==> src/rtl/mem_arbiter.sv <==
// mem_arbiter: shares one asynchronous SRAM between instruction fetch and the
// MEM stage. Each access runs IDLE -> ACCESS -> RELEASE -> IDLE, and the
// pipeline stall lines hold the pipeline while an access is outstanding.
module mem_arbiter #(
    parameter int DATA_W   = 16,
    parameter int ADDR_W   = 16,
    parameter int WAIT_CYC = 1
) (
    input  logic              clk_50MHz,
    input  logic              rst,
    input  logic              if_req,
    input  logic [ADDR_W-1:0] if_addr,
    output logic [DATA_W-1:0] if_data,
    output logic              if_valid,
    input  logic              mem_rd,
    input  logic              mem_wr,
    input  logic [ADDR_W-1:0] mem_addr,
    input  logic [DATA_W-1:0] mem_wdata,
    output logic [DATA_W-1:0] mem_rdata,
    output logic              mem_done,
    output logic              stall_front,
    output logic              stall_all,
    output logic [ADDR_W-1:0] ram_addr,
    output logic [DATA_W-1:0] ram_data_o,
    output logic              ram_data_oe,
    input  logic [DATA_W-1:0] ram_data_i,
    output logic              ram_ce_n,
    output logic              ram_oe_n,
    output logic              ram_we_n
);

    typedef enum logic [1:0] {IDLE, ACCESS, RELEASE} state_t;

    // Value of the wait counter on the final strobe cycle of an access.
    localparam logic [1:0] WAIT_LAST = 2'(WAIT_CYC);

    state_t     state;
    logic [1:0] wait_cnt;
    logic       last_was_data;
    logic       op_write;
    logic       op_data;

    logic data_req;
    logic grant_fetch;
    logic grant_data;

    // Arbitration: data wins unless it was served last and a fetch is waiting.
    always_comb begin
        data_req    = mem_rd | mem_wr;
        grant_fetch = if_req & (~data_req | last_was_data);
        grant_data  = data_req & ~grant_fetch;
    end

    assign stall_all   = data_req & ~mem_done;
    assign stall_front = stall_all | (if_req & ~if_valid);

    // Access sequencer with registered SRAM strobes and result registers.
    always_ff @(posedge clk_50MHz or negedge rst) begin
        if (!rst) begin
            state         <= IDLE;
            wait_cnt      <= 2'd0;
            last_was_data <= 1'b0;
            op_write      <= 1'b0;
            op_data       <= 1'b0;
            ram_addr      <= '0;
            ram_data_o    <= '0;
            ram_data_oe   <= 1'b0;
            ram_ce_n      <= 1'b1;
            ram_oe_n      <= 1'b1;
            ram_we_n      <= 1'b1;
            if_data       <= '0;
            if_valid      <= 1'b0;
            mem_rdata     <= '0;
            mem_done      <= 1'b0;
        end else begin
            if_valid <= 1'b0;
            mem_done <= 1'b0;
            case (state)
                IDLE: begin
                    if (grant_data) begin
                        // A combined rd+wr request is handled as a store.
                        state         <= ACCESS;
                        wait_cnt      <= 2'd0;
                        last_was_data <= 1'b1;
                        op_data       <= 1'b1;
                        op_write      <= mem_wr;
                        ram_addr      <= mem_addr;
                        ram_data_o    <= mem_wdata;
                        ram_ce_n      <= 1'b0;
                        ram_oe_n      <= mem_wr;
                        ram_we_n      <= ~mem_wr;
                        ram_data_oe   <= mem_wr;
                    end else if (grant_fetch) begin
                        state         <= ACCESS;
                        wait_cnt      <= 2'd0;
                        last_was_data <= 1'b0;
                        op_data       <= 1'b0;
                        op_write      <= 1'b0;
                        ram_addr      <= if_addr;
                        ram_ce_n      <= 1'b0;
                        ram_oe_n      <= 1'b0;
                        ram_we_n      <= 1'b1;
                        ram_data_oe   <= 1'b0;
                    end
                end
                ACCESS: begin
                    if (wait_cnt == WAIT_LAST) begin
                        // Last strobe cycle: capture read data and release the bus.
                        state       <= RELEASE;
                        wait_cnt    <= 2'd0;
                        ram_ce_n    <= 1'b1;
                        ram_oe_n    <= 1'b1;
                        ram_we_n    <= 1'b1;
                        ram_data_oe <= 1'b0;
                        if (op_data) begin
                            mem_done <= 1'b1;
                            if (!op_write) begin
                                mem_rdata <= ram_data_i;
                            end
                        end else begin
                            if_valid <= 1'b1;
                            if_data  <= ram_data_i;
                        end
                    end else begin
                        wait_cnt <= wait_cnt + 2'd1;
                    end
                end
                RELEASE: begin
                    // Always pass through IDLE so a still-high old request is not re-granted.
                    state <= IDLE;
                end
                default: begin
                    state <= IDLE;
                end
            endcase
        end
    end

endmodule
==> config.mk <==
export PLATFORM = sky130hd
export DESIGN_NAME = mem_arbiter
export DESIGN_NICKNAME = d
export VERILOG_FILES = /design/src/rtl/mem_arbiter.sv
export SDC_FILE = /design/constraint.sdc
export NUM_CORES = 1
export LEC_CHECK = 0
export BUFFER_PORTS_ARGS = -buffer_cell sky130_fd_sc_hd__buf_2
export CAP_MARGIN = 0
export CORE_MARGIN = 3
export CORE_UTILIZATION = 51
export CTS_CLUSTER_DIAMETER = 200
export DETAILED_ROUTE_END_ITERATION = 12
export GPL_ROUTABILITY_DRIVEN = 1
export HOLD_SLACK_MARGIN = 0.08
export PLACE_DENSITY_LB_ADDON = 0.05
export REMOVE_ABC_BUFFERS = 1
export SETUP_SLACK_MARGIN = 0.1
export SYNTH_ARGS = -nofsm -noshare
export SYNTH_HDL_FRONTEND = slang
export SYNTH_SLANG_ARGS = --single-unit
==> constraint.sdc <==
create_clock -name clk_50MHz -period 2.4 [get_ports clk_50MHz]
set_input_delay 0.48 -clock clk_50MHz [delete_from_list [all_inputs] [get_ports clk_50MHz]]
set_output_delay 0.48 -clock clk_50MHz [all_outputs]
set_load 0.02 [all_outputs]
# [Yosys cells after proc, flatten, opt, wreduce, memory -nomap -nowiden]
# Index checks and enable logic that the tools add are counted.
[totals] ff_bits=76 in_bits=69 output_inout_bits=72 elab_cells=71
[classes] addsub=1 eq_ne=4 mux=28 bitwise_logic=14 n_reduce_logical=10
[ops] cell="$mux 16" n=2
[ops] cell="$mux 1" n=14
[ops] cell="$mux 2" n=6
[ops] cell="$pmux 1 s2" n=4
[ops] cell="$pmux 2 s2" n=2
[ops] cell="$reduce_and 2->1" n=4
[ops] cell="$not 1->1" n=7
[ops] cell="$reduce_and 3->1" n=2
[ops] cell="$and 1x1->1" n=4
[ops] cell="$eq 2x1->1 const B" n=2
[ops] cell="$reduce_and 4->1" n=1
[ops] cell="$reduce_bool 2->1" n=2
[ops] cell="$ne 3x3->1 const B" n=1
[ops] cell="$or 1x1->1" n=3
[ops] cell="$add 2x1->2 const B" n=1
[ops] cell="$logic_not 2->1" n=1
[ops] cell="$ne 2x2->1 const B" n=1

# [Longest topological paths before layout]
# Gate-level depths: netlist of the first run.
[depth] ltp_word=8 mapped_depth=6 depth_no_buf=3

# [Worst setup path after synthesis of the first run]
# OpenSTA, ideal clock, no wires.
[synth_timing] path_type="input -> register" start="input port mem_wr" end="register ram_addr[10]" t_arrival_ps=1556 setup_slack_ps=719 path_stages=4 path_buffers=1 cell_sequence="o2bb2ai_2 -> clkbuf_8 -> mux2_2 -> mux2_2"
[synth_between] elab_chain_cells=8 word_cells_on_any_way=9
[synth_lines] element="from (decl)" line="16" source="input logic mem_wr,"
[synth_lines] element="$or 1x1->1 (*)" line="49" source="data_req = mem_rd | mem_wr;"
[synth_lines] element="$not 1->1" line="50" source="grant_fetch = if_req & (~data_req | last_was_data);"
[synth_lines] element="$or 1x1->1" line="50"
[synth_lines] element="$and 1x1->1" line="50"
[synth_lines] element="$not 1->1" line="51" source="grant_data = data_req & ~grant_fetch;"
[synth_lines] element="$and 1x1->1" line="51"
[synth_lines] element="$reduce_bool 2->1 (no line)"
[synth_lines] element="$reduce_and 2->1 (no line)"
[synth_lines] element="to (signal assigned)" line="87" source="ram_addr <= mem_addr;"
[synth_lines] element="to (signal assigned)" line="99" source="ram_addr <= if_addr;"
[synth_lines] element="to (decl)" line="23" source="output logic [ADDR_W-1:0] ram_addr,"
# Every way passes the cells marked *; elsewhere a longest branch is shown, timed or not.
# A chain may end at the register's enable or synchronous reset.

# [Worst setup path in the final report of the first run]
[layout_timing] start="register state[1]" end="register ram_data_o[5]"
[layout_between] elab_chain_cells=2
[layout_lines] element="from (decl)" line="37" source="state_t state;"
[layout_lines] element="from (signal assigned)" line="60" source="state <= IDLE;"
[layout_lines] element="from (signal assigned)" line="82" source="state <= ACCESS;"
[layout_lines] element="from (signal assigned)" line="94" source="state <= ACCESS;"
[layout_lines] element="$logic_not 2->1" line="78" source="case (state)"
[layout_lines] element="$reduce_and 2->1 (no line)"
[layout_lines] element="to (signal assigned)" line="88" source="ram_data_o <= mem_wdata;"
[layout_lines] element="to (decl)" line="24" source="output logic [DATA_W-1:0] ram_data_o,"
# Every way passes these cells.

==> impl_metrics.csv, run 1 <==
group,metric,value,unit
run_status,status,"finished, final reports clean",
route,wl_per_cell,14.9,um
critical_path,critical_path.cell_chain,"nor2_1, and3b_1, mux2_2",
cells_and_area,final_nets,413,
sta,slew_violations,0,
global_routing,track_usage,18.0,%
place,pre_cts_ws,0.308,ns
cells_and_area,antenna_cells,0,
synth,syn_avg_cell_area,16.2,um^2
critical_path,critical_path_class,"reg -> reg",
sta,slew_headroom,36.5,%
critical_path,slowest_stage,"and3b_1",
synth,yosysSeqAreaShare,59.7,%
global_routing,grt_max_degree,42,
clock_tree,htreeDepth,3,
die,start_util,53.3,%
sta,max_freq,503,MHz
die,pin_count,141,
global_routing,grt_pass1_vias,2111,
clock_tree,cts.path.max_buffers,2,
synth,ys_seq_elements,76,
critical_path,reg2reg_setup_slack,0.41,ns
synth,syn_area,3190,um^2
sta,final_hold_viol_count,0,
cells_and_area,nFillCells,464,
clock_tree,ctsHoldBuffers,0,
die,dieArea,7240,um^2
cells_and_area,multi_input_area,1170,um^2
global_routing,grt-ovfl-total,0,
critical_path,r2r_end,"ram_data_o[5]",
power,power.density,1500,nW/um^2
die,coreArea,5990,um^2
synth,synth_cells,197,
power,peakVddDrop,0.907,mV
synth,synthArstFlopShare,100,%
critical_path,critPathMaxFanout,17,
critical_path,cpPeakStageDelay,0.83,ns
clock_tree,clk_pin_slew,0.08,ns
sta,finalCritPeriodShare,82.8,%
die,rows,28,
cells_and_area,drive_gt1_share,71.1,%
global_routing,antenna_found_initial,0,
place,io_buffer_count,140,
critical_path,reg2reg_from,"state[1]",
route,final_antenna_net_count,0,
critical_path,critPathRequiredTime,2.63,ns
clock_tree,clockRootBuffer,"clkbuf_8",
route,post_drt_via_cell_ratio,4.90,
hold_path,hp-class,"in -> async",
die,die_w,85.1,um
clock_tree,cts_tree,"done",
sta,rsz0062_at_grt,"no",
sta,period_minus_slack,1.99,ns
critical_path,cp.arrival,2.22,ns
place,place_congestion,0.740,
sta,finalClockSkew,0.0146,ns
cells_and_area,register_area,1910,um^2
synth,ys_warn_count,0,
cells_and_area,final_area,4150,um^2
place,place_area,3960,um^2
clock_tree,clock-sinks,76,
sta,fin_ws,0.413,ns
clock_tree,numCtsBuffers,9,
clock_tree,post_cts_buffers,0,
critical_path,start_kind,"flip-flop",
clock_tree,cts_resized,0,
clock_tree,clk_latency,0.35,ns
sta,worstMarginPinSlew,0.952,ns
route,num_vias,2078,
power,power_leakage,2.05,nW
place,dp_hpwl,4.78,mm
sta,setup_viol,0,
route,drc,0,
route,first_iter_violations,41,
critical_path,crit_family,"simple AND/OR/NAND/NOR gates",
synth,synth_cell_types,28,
run,maxCapViolCount,0,
cells_and_area,final_util,69.2,%
die,fp.dieH,85.1,um
global_routing,grt_first_pass_wirelength,10.1,mm
synth,ys.flop_type,"dfrtp_1",
route,wirelength,6.33,mm
critical_path,path_buf_inv,0,
cells_and_area,syn_to_final_growth,29.9,%
critical_path,r2r_cells,3,
route,dr.pass1.iters,4,
synth,synth_enable_flop_cells,0,
critical_path,end_kind,"flip-flop",
Yosys cell counts, drive strengths merged (2+ instances only):
master | n | share of area (%)
inv | 4 | 0.47
buf | 8 | 2.7
nand2b | 2 | 0.39
nor2 | 5 | 0.59
nand2 | 2 | 0.24
dfstp | 3 | 2.5
dfrtp | 73 | 57
nand3 | 2 | 0.71
mux2 | 80 | 30
o31ai | 2 | 0.47
a21o | 2 | 0.51
o21ai | 4 | 0.63
state kept, by name (all words and copies together), names as in the netlist:
signal and count:
if_data 16, if_valid 1, mem_done 1, mem_rdata 16, op_data 1, op_write 1, ram_addr 16, ram_ce_n 1
ram_data_o 16, ram_data_oe 1, ram_oe_n 1, ram_we_n 1, state 2, wait_cnt 2
worst max-delay path by stage:
stage,from,cells past startpoint,to,slack (ns)
after CTS,state[1],3,ram_data_o[9],0.43
final,state[1],3,ram_data_o[5],0.41
after floorplan,state[1],3,ram_addr[0],-0.16
after global routing,state[1],3,ram_data_o[5],0.31
after global placement,mem_wr,4,ram_data_o[11],0.36
after detailed placement,mem_wr,4,ram_data_o[9],0.31
placed cells by master, fill, tap and decap left out, types with 2 or more instances in the layout:
master / n
nand2_1: 2
dfstp_2: 3
o21ai_0: 4
buf_4: 4
buf_2: 139
clkinv_2: 2
dfrtp_1: 73
nand2b_1: 2
o31ai_1: 2
clkinv_4: 2
clkbuf_8: 9
mux2_4: 18
buf_12: 2
inv_1: 4
nor2_1: 5
mux2_2: 61
cells by family after synthesis:
family          count (synthesis)  share of synthesized area (%)
buf+inv                        13                           3.61
flops                          76                           59.7
compound gates                 13                           3.10
mux                            80                           30.3
simple gates                   15                           3.25
area by class of cell:
| type | instances | area share [%] |
|---|---|---|
| Multi-Input combinational cell | 108 | 28.3 |
| Tap cell | 75 | 2.26 |
| Clock buffer | 10 | 3.08 |
| Timing Repair Buffer | 145 | 18.5 |
| Sequential cell | 76 | 45.9 |
| Clock inverter | 6 | 1.57 |
| Inverter | 4 | 0.362 |
per-stage QoR:
step / hold slack, ns / instances / TNS, ns / total power, mW
2_1_floorplan: 0.184 / 188 / -2.67 / 4.30
3_3_place_gp: 0.463 / 408 / 0 / 5.25
3_5_place_dp: 0.463 / 408 / 0 / 5.33
4_1_cts: 0.0810 / 424 / 0 / 6.29
5_1_grt: 0.0839 / 424 / 0 / 6.60
6_report: 0.0711 / 424 / 0 / 6.21
routing by layer:
metal	up-vias	GRT usage (%)	routed length, um
met5	-	0	0
met4	0	6.19	69
met3	9	6.89	601
met2	86	30.2	3090
met1	988	21.3	2570
li1	995	-	-
where the power goes:
group | internal [mW] | switching (mW)
registers | 1.95 | 0.326
logic | 1.40 | 1.59
clock network | 0.480 | 0.460
total | 3.83 | 2.38
Note: power is estimated with default switching activity, not from simulation.
==> run 2, diff against run 1 <==
Settings changed: CORE_UTILIZATION 51 to 47.
Clock period 2.4 ns to 2 ns, I/O delays scaled along.
==> run 2 against run 1 <==
Against the previous run:
- die area is 7.9% higher
- register-to-register slack got worse by 0.05 ns
- global-route usage is 1.5 points lower
- first-iteration DRC count is 7.3% higher
- count of clock-buffer cells in the layout increased by 2
- worst hold slack better by 0.22 ns
- power is 18% higher
- utilization fell by 4.8 points
- critical endpoint is now if_data[2]
- largest cell class unchanged
- largest power group unchanged
==> impl_metrics.csv, run 2 (synthesis results as in run 1) <==
group,metric,value,unit
sta,slew_headroom,59.4,%
sta,period_minus_slack,1.64,ns
die,fp.dieH,88.4,um
critical_path,end_kind,"flip-flop",
die,rows,29,
die,coreArea,6460,um^2
critical_path,slowest_stage,"and4bb_1",
clock_tree,cts.path.max_buffers,2,
route,dr.pass1.iters,2,
critical_path,cp.arrival,1.86,ns
clock_tree,clock-sinks,76,
sta,max_freq,609,MHz
critical_path,r2r_end,"if_data[2]",
cells_and_area,final_nets,417,
place,io_buffer_count,140,
cells_and_area,syn_to_final_growth,30.4,%
die,start_util,49.4,%
cells_and_area,final_area,4160,um^2
global_routing,grt_pass1_vias,2164,
sta,rsz0062_at_grt,"no",
sta,fin_ws,0.358,ns
critical_path,r2r_cells,4,
hold_path,hp-class,"in -> reg",
critical_path,reg2reg_from,"wait_cnt[1]",
power,power.density,1770,nW/um^2
critical_path,crit_family,"simple AND/OR/NAND/NOR gates",
route,final_antenna_net_count,0,
critical_path,critPathCapture,"if_data[2]",
critical_path,critPathRequiredTime,2.22,ns
clock_tree,cts_tree,"done",
cells_and_area,final_common_cell,"buf_2",
critical_path,startpoint,"wait_cnt[1]",
die,die_w,88.4,um
global_routing,grt-ovfl-total,0,
cells_and_area,antenna_cells,0,
clock_tree,numCtsBuffers,9,
clock_tree,clockRootBuffer,"clkbuf_8",
critical_path,path_buf_inv,1,
route,num_vias,2128,
cells_and_area,final_cell_mix,"buf_2 (139), dfrtp_1 (73), mux2_2 (61)",
hold_path,worstHoldPathCells,2,
route,wirelength,6.45,mm
place,dp_hpwl,4.88,mm
run_status,status,"finished, final reports clean",
place,place_congestion,0.714,
critical_path,critPathMaxFanout,17,
global_routing,grt_first_pass_wirelength,9.94,mm
sta,setup_viol,0,
critical_path,critical_path_class,"reg -> reg",
die,pin_count,141,
sta,final_hold_viol_count,0,
clock_tree,clk_pin_slew,0.08,ns
global_routing,grt_max_degree,42,
route,post_drt_via_cell_ratio,4.95,
place,pre_cts_ws,0.0287,ns
critical_path,crit_cells,4,
sta,slew_violations,0,
power,power_leakage,2.06,nW
sta,whs,0.296,ns
critical_path,critical_path.cell_chain,"and4bb_1, nor2b_4, buf_12, mux2_2",
place,place_area,3980,um^2
global_routing,antenna_found_initial,0,
route,drc,0,
sta,worstMarginPinSlew,0.603,ns
die,dieArea,7820,um^2
clock_tree,clk_latency,0.33,ns
cells_and_area,drive_gt1_share,71.1,%
run,maxCapViolCount,0,
sta,finalCritPeriodShare,82.1,%
global_routing,track_usage,16.6,%
cells_and_area,final_util,64.4,%
critical_path,reg2reg_setup_slack,0.36,ns
route,first_iter_violations,44,
critical_path,cpPeakStageDelay,0.41,ns
clock_tree,htreeDepth,3,
sta,finalClockSkew,0.00882,ns
power,peakVddDrop,0.913,mV
critical_path,start_kind,"flip-flop",
route,wl_per_cell,15.0,um
-- run 2: metrics by stage --
| stage | cells | TNS [ns] | total power, mW |
|---|---|---|---|
| 2_1_floorplan | 188 | -10.78 | 5.16 |
| 3_3_place_gp | 413 | 0 | 6.34 |
| 3_5_place_dp | 413 | 0 | 6.43 |
| 4_1_cts | 430 | 0 | 7.46 |
| 5_1_grt | 430 | 0 | 7.82 |
| 6_report | 430 | 0 | 7.35 |
-- run 2: worst min path at each step --
stage / to / slack, ns / startpoint
3_3_place_gp: ram_data_o[0] / 0.42 / rst
5_1_grt: ram_data_o[5] / 0.28 / mem_wdata[5]
2_1_floorplan: if_data[0] / 0.10 / rst
6_report: ram_data_o[15] / 0.30 / mem_wdata[15]
3_5_place_dp: ram_data_o[0] / 0.42 / rst
4_1_cts: ram_data_o[15] / 0.28 / mem_wdata[15]
-- run 2: cell type report --
class	count	area (um^2)
Multi-Input combinational cell	108	1180
Timing Repair Buffer	149	798
Sequential cell	76	1910
Clock inverter	4	25.0
Fill cell	536	2300
Tap cell	77	96.3
Clock buffer	12	145
Inverter	4	15.0
-- run 2: where the power goes --
group	switching, mW	internal, mW	leakage [nW]
clock	0.525	0.481	0.0824
sequential	0.377	2.34	0.894
combinational	1.93	1.70	1.08
-- run 2: timing repair --
item,in CTS,in global routing
hold buffers,1,0
setup buffers,0,0
endpoints found under the hold margin,36,0
endpoints found under the setup margin,0,7
resized for setup,0,1
-- run 2: per-layer routing --
layer | share of wire, % | vias to the layer above | GRT usage, %
li1 | - | 993 | -
met1 | 42 | 1054 | 20.1
met2 | 51 | 75 | 28.9
met3 | 6.7 | 6 | 4.00
met4 | 0.85 | 0 | 5.77
met5 | 0 | - | 0
